==> config.mk <==
export PLATFORM = sky130hd
export DESIGN_NAME = sram_burst_reader_flat
export DESIGN_NICKNAME = d
export VERILOG_FILES = /design/src/rtl/sram_burst_reader_if.sv /design/src/rtl/sram_burst_reader.sv /design/src/flat_wrapper.sv
export SDC_FILE = /design/constraint.sdc
export NUM_CORES = 1
export LEC_CHECK = 0
export CORE_AREA = 2 2 103 105
export CTS_BUF_LIST = sky130_fd_sc_hd__clkbuf_8
export DETAILED_ROUTE_END_ITERATION = 8
export DIE_AREA = 0 0 105 107
export PLACE_DENSITY = 0.77
export REMOVE_ABC_BUFFERS = 1
export SYNTH_ARGS = -nofsm -noshare
export SYNTH_HDL_FRONTEND = slang
export SYNTH_SLANG_ARGS = --single-unit
==> constraint.sdc <==
create_clock -name clk_i -period 3.5 [get_ports clk_i]
set_input_delay 0.525 -clock clk_i [delete_from_list [all_inputs] [get_ports clk_i]]
set_output_delay 0.525 -clock clk_i [all_outputs]
set_load 0.01 [all_outputs]
==> src/rtl/sram_burst_reader_if.sv <==
// sram_burst_reader_if: request, SRAM port and output stream bundle for the burst reader.
interface sram_burst_reader_if #(
  parameter int DATA_WIDTH = 32,
  parameter int AW         = 10,
  parameter int LEN_WIDTH  = 8
);
  logic                  req_valid_i;
  logic                  req_ready_o;
  logic [AW-1:0]         req_addr_i;
  logic [LEN_WIDTH-1:0]  req_len_i;
  logic                  sram_en_o;
  logic                  sram_we_o;
  logic [AW-1:0]         sram_addr_o;
  logic [DATA_WIDTH-1:0] sram_data_i;
  logic                  m_valid_o;
  logic                  m_ready_i;
  logic [DATA_WIDTH-1:0] m_data_o;
  logic                  m_last_o;
  logic                  busy_o;
  modport slave (
    input  req_valid_i, req_addr_i, req_len_i, sram_data_i, m_ready_i,
    output req_ready_o, sram_en_o, sram_we_o, sram_addr_o, m_valid_o, m_data_o, m_last_o, busy_o
  );
  modport master (
    output req_valid_i, req_addr_i, req_len_i, sram_data_i, m_ready_i,
    input  req_ready_o, sram_en_o, sram_we_o, sram_addr_o, m_valid_o, m_data_o, m_last_o, busy_o
  );
endinterface

==> src/rtl/sram_burst_reader.sv <==
// sram_burst_reader: streams a burst of consecutive SRAM words through a 2-entry FIFO,
// issuing reads only when the FIFO can absorb every outstanding word.
module sram_burst_reader #(
  parameter int DATA_WIDTH = 32,
  parameter int N_ENTRIES  = 1024,
  parameter int LEN_WIDTH  = 8
) (
  input logic clk_i,
  input logic rst_ni,
  sram_burst_reader_if.slave bus
);
  localparam int AW = $clog2(N_ENTRIES);
  typedef enum logic [1:0] {IDLE, ISSUE, DRAIN} state_t;
  state_t                state, state_nx;
  logic [AW-1:0]         addr;
  logic [LEN_WIDTH-1:0]  len, issue_cnt, pop_cnt;
  logic                  inflight, wr_ptr, rd_ptr;
  logic [1:0]            count;
  logic [DATA_WIDTH-1:0] fifo [2];
  logic                  accept, issue, pop, credit;
  assign pop    = bus.m_valid_o & bus.m_ready_i;
  assign accept = bus.req_valid_i & bus.req_ready_o;
  // a slot freed by this cycle's pop may be reused by the read issued now
  assign credit = ({1'b0, count} + 3'(inflight)) < (3'd2 + 3'(pop));
  assign issue  = (state == ISSUE) && credit;
  always_ff @(posedge clk_i or negedge rst_ni) begin
    if (!rst_ni) state <= IDLE;
    else         state <= state_nx;
  end
  always_comb begin
    state_nx = (state == IDLE  && accept)                   ? ISSUE :
               (state == ISSUE && issue && issue_cnt == len) ? DRAIN :
               (state == DRAIN && pop && pop_cnt == len)     ? IDLE  : state;
  end
  always_comb begin
    bus.req_ready_o = rst_ni && (state == IDLE);
    bus.busy_o      = (state != IDLE);
    bus.sram_en_o   = issue;
    bus.sram_we_o   = 1'b0;
    bus.sram_addr_o = addr;
    bus.m_valid_o   = (count != 2'd0);
    bus.m_data_o    = fifo[rd_ptr];
    bus.m_last_o    = bus.m_valid_o && (pop_cnt == len);
  end
  always_ff @(posedge clk_i or negedge rst_ni) begin
    if (!rst_ni) begin
      addr      <= '0;
      len       <= '0;
      issue_cnt <= '0;
      pop_cnt   <= '0;
      inflight  <= 1'b0;
      wr_ptr    <= 1'b0;
      rd_ptr    <= 1'b0;
      count     <= '0;
      fifo[0]   <= '0;
      fifo[1]   <= '0;
    end else begin
      inflight <= issue;
      if (accept) begin
        addr      <= bus.req_addr_i;
        len       <= bus.req_len_i;
        issue_cnt <= '0;
        pop_cnt   <= '0;
      end else begin
        if (issue) begin
          addr      <= (addr == AW'(N_ENTRIES - 1)) ? '0 : addr + 1'b1;
          issue_cnt <= issue_cnt + 1'b1;
        end
        if (pop) pop_cnt <= pop_cnt + 1'b1;
      end
      if (inflight) begin
        fifo[wr_ptr] <= bus.sram_data_i;
        wr_ptr       <= ~wr_ptr;
      end
      if (pop) rd_ptr <= ~rd_ptr;
      count <= count + 2'(inflight) - 2'(pop);
    end
  end
endmodule

==> src/flat_wrapper.sv <==
// flat-port wrapper written by rule: the top's interface ports become plain ports
module sram_burst_reader_flat 
#(
  parameter int DATA_WIDTH = 32,
  parameter int N_ENTRIES  = 1024,
  parameter int LEN_WIDTH  = 8
)
  (clk_i, rst_ni, bus_req_valid_i, bus_req_addr_i, bus_req_len_i, bus_sram_data_i, bus_m_ready_i, bus_req_ready_o, bus_sram_en_o, bus_sram_we_o, bus_sram_addr_o, bus_m_valid_o, bus_m_data_o, bus_m_last_o, bus_busy_o);
  sram_burst_reader_if #(.DATA_WIDTH(DATA_WIDTH), .AW(($clog2((1024)))), .LEN_WIDTH(LEN_WIDTH)) bus_i ();
  input logic clk_i;
  input logic rst_ni;
  input wire logic [$bits(bus_i.req_valid_i)-1:0] bus_req_valid_i;
  input wire logic [$bits(bus_i.req_addr_i)-1:0] bus_req_addr_i;
  input wire logic [$bits(bus_i.req_len_i)-1:0] bus_req_len_i;
  input wire logic [$bits(bus_i.sram_data_i)-1:0] bus_sram_data_i;
  input wire logic [$bits(bus_i.m_ready_i)-1:0] bus_m_ready_i;
  output wire logic [$bits(bus_i.req_ready_o)-1:0] bus_req_ready_o;
  output wire logic [$bits(bus_i.sram_en_o)-1:0] bus_sram_en_o;
  output wire logic [$bits(bus_i.sram_we_o)-1:0] bus_sram_we_o;
  output wire logic [$bits(bus_i.sram_addr_o)-1:0] bus_sram_addr_o;
  output wire logic [$bits(bus_i.m_valid_o)-1:0] bus_m_valid_o;
  output wire logic [$bits(bus_i.m_data_o)-1:0] bus_m_data_o;
  output wire logic [$bits(bus_i.m_last_o)-1:0] bus_m_last_o;
  output wire logic [$bits(bus_i.busy_o)-1:0] bus_busy_o;
  assign bus_i.req_valid_i = bus_req_valid_i;
  assign bus_i.req_addr_i = bus_req_addr_i;
  assign bus_i.req_len_i = bus_req_len_i;
  assign bus_i.sram_data_i = bus_sram_data_i;
  assign bus_i.m_ready_i = bus_m_ready_i;
  assign bus_req_ready_o = bus_i.req_ready_o;
  assign bus_sram_en_o = bus_i.sram_en_o;
  assign bus_sram_we_o = bus_i.sram_we_o;
  assign bus_sram_addr_o = bus_i.sram_addr_o;
  assign bus_m_valid_o = bus_i.m_valid_o;
  assign bus_m_data_o = bus_i.m_data_o;
  assign bus_m_last_o = bus_i.m_last_o;
  assign bus_busy_o = bus_i.busy_o;
  sram_burst_reader #(.DATA_WIDTH(DATA_WIDTH), .N_ENTRIES(N_ENTRIES), .LEN_WIDTH(LEN_WIDTH)) u_core (.clk_i(clk_i), .rst_ni(rst_ni), .bus(bus_i));
endmodule
==> results <==
-- registers in the layout (all words and copies together) (netlist names) --
register and flops:
u_core.wr_ptr 1, u_core.count 2, u_core.fifo 64, u_core.inflight 1, u_core.rd_ptr 1, u_core.issue_cnt 8, u_core.bus.sram_addr_o 10, u_core.pop_cnt 8
u_core.len 8, u_core.state 2
-- critical path: cells and delay by family, from the launching register on --
family / cells / cell delay [ns]
adders and majority gates: 2 / 0.38
buffers and inverters: 2 / 0.76
DFF: 1 / 0.44
and+or+nand+nor: 3 / 0.52
-- cells in the final DEF (no fill, tap or decap), types with 9 or more instances in the layout --
| cell | synthesis | layout |
|---|---|---|
| clkbuf_8 | 0 | 9 |
| nand3_1 | 13 | 13 |
| mux2_2 | 96 | 96 |
| nor2_1 | 22 | 21 |
| xnor2_1 | 16 | 16 |
| clkdlybuf4s50_1 | 0 | 99 |
| dfrtp_1 | 105 | 105 |
| nand4_1 | 9 | 9 |
| xor2_1 | 17 | 17 |
| nand2_1 | 47 | 47 |
-- metrics by stage --
| stage | hold slack (ns) | std cells | power, mW | cell area (um2) | utilization |
|---|---|---|---|---|---|
| after floorplan | 0.229 | 392 | 4.06 | 4860 | - |
| after global placement | 0.480 | 633 | 5.21 | 6080 | 0.602 |
| after detailed placement | 0.491 | 633 | 5.32 | 6080 | 0.602 |
| after CTS | 0.308 | 649 | 6.10 | 6280 | 0.622 |
| after global routing | 0.320 | 649 | 6.48 | 6280 | 0.622 |
| final | 0.297 | 649 | 6.03 | 6280 | 0.622 |
-- kinds of logic (layout without fill, tap and decap cells) --
group | count (synthesis) | in the layout | synth area share
AO/OA/AOI/OAI | 23 | 23 | 0.0324
XOR/XNOR | 33 | 33 | 0.0584
adder cells (fa/ha/maj) | 7 | 7 | 0.0177
buffers and inverters | 26 | 128 | 0.0220
flip-flops | 105 | 105 | 0.531
multiplexers | 98 | 98 | 0.223
other | 1 | 1 | 0.000758
AND/OR/NAND/NOR | 118 | 118 | 0.115
-- metal layers --
layer,vias to the layer above,wire (um),GRT usage,share of wire
li1,1631,-,-,-
met1,1700,4790,0.268,0.47
met2,101,4840,0.309,0.47
met3,8,509,0.0444,0.050
met4,0,79,0.0400,0.0077
met5,-,0,0,0
-- area by class of cell --
class,count,share of cell area
flip-flops and latches,105,0.418
inverters,7,0.00418
well taps,136,0.0271
clock buffers,9,0.0197
clock inverters,7,0.0126
repair buffers,105,0.165
multi-input cells,280,0.353
-- how the worst max path moves through the flow --
stage                                          from  slack [ns]                     endpoint  depth (start not counted)
final                     u_core.inflight$_DFF_PN0_        0.51                bus_sram_en_o                          7
after CTS                 u_core.inflight$_DFF_PN0_        0.49                bus_sram_en_o                          7
after detailed placement              bus_m_ready_i        0.71                bus_sram_en_o                          6
after global placement                bus_m_ready_i        0.75                bus_sram_en_o                          6
after floorplan           u_core.inflight$_DFF_PN0_        1.15  u_core.fifo[32]$_DFFE_PN0P_                          3
after global routing      u_core.inflight$_DFF_PN0_        0.33                bus_sram_en_o                          7
-- where the power goes --
| group | switching, mW | internal, mW |
|---|---|---|
| sequential | 0.448 | 1.81 |
| combinational | 1.25 | 1.76 |
| clock | 0.424 | 0.339 |
| total | 2.12 | 3.91 |
==> reports/results.tsv <==
metric	value	unit
Max clock buf depth	2	
core box area	10100	um2
fillcell total	847	
Crit path top cell by count	ha_1	
Avg Inst Size Synth	12.0	um2
cell area after synthesis	4940	um2
WL/cell	15.7	um
Placement Setup Slack	0.707	ns
first-pass GRT wire length	17200	um
total of max-cap violations	0	
DR vias/cell	5.30	
critical path type	reg -> out	
Detail Route Antenna Nets	0	
detailed-router iteration count before antenna repair	4	
status	finished, final reports clean	
CTS root buffer	clkbuf_8	
Final TNS setup	0	ns
Worst Skew	0.0127	ns
RD Place Congestion	0.823	
Synth cell types	45	
Hold Buf Count CTS	0	
Worst Setup End Kind	output port	
row cnt	37	
CP max stage cell	clkdlybuf4s50_1	
CTS resizes	0	
FMAX	0.335	GHz
Die W	105	um
Finish-stage setup viols	0	
Layout area overhead	27.0	%
Lkg Pwr	2.65	nW
crit-path max cell delay	0.57	ns
Initial Utilization	0.490	
Arr. time, crit path	2.46	ns
Crit Path Max Fanout	17	
Final min period	2.99	ns
area of the multi-input gates	2220	um2
RSZ-0062 raised after global routing	false	
post-synth top area share	0.531	
PnR worst setup slack	0.513	ns
Sink Count	105	
worst path cell trace	ha_1 > ha_1 > nand2b_1 > nor2_2 > nand2_4 > clkinv_1 > clkdlybuf4s50_1	
Clk pin slew, worst setup/hold paths	0.11	ns
total number of H-tree levels	3	
Die ar.	11200	um2
DRC viols	0	
Worst Reg-to-Reg Cells	7	
Synth warnings	0	
final global-route overflow total	0	
Final Slew Violations	0	
die height	107	um
number of synthesized flops with an enable pin	0	
Tcrit/Tclk final	0.853	
layout cells sized above 1	0.240	
Tot GR Track Use	0.192	
dominant synthesized flop cell	dfrtp_1	
vias in the first global route	3485	
Worst VDD drop	0.565	mV
reg2reg end	u_core.bus.sram_addr_o[9]$_DFFE_PN0P_	
largest net degree at the start of global routing	56	
Worst Tran Pin Value	0.982	ns
worst reg2reg path startpoint	u_core.inflight$_DFF_PN0_	
Hold WC Path Type	in -> async	
DR vias	3440	
Seq/Total Area, Yosys	0.531	
top cells by count, synth	dfrtp_1 (105), mux2_2 (96), nand2_1 (47)	
DPL Wire Length	7140	um
CTS tree	done	
initial antenna violation count	0	
r2r setup slk	1.30	ns
dominant cell by count in the synthesized netlist	dfrtp_1	
worst skew pair latency	0.37	ns
Post-Route WL	10200	um
Reg area	2630	um2
buffers added on ports	100	
Rel. slew slack	0.344	
ANT cells	0	
CTS buffer count	9	
final count of hold timing violations	0	
post-CTS setup buffers	0	
Synth Instances	411	
Synth area leader	dfrtp_1	
Seq cells post-synth	105	
First DRT Iteration DRCs	186	
Worst EP required	2.97	ns
Async SR Flop Fraction	1.00	
PD cells	961	nW/um2
synth top area cells	dfrtp_1 (53%), mux2_2 (22%), nand2_1 (3.6%)	
Layout Nets	569	
I/O pins	102	
crit start category	register	
Power figures use the tool's default switching activity.
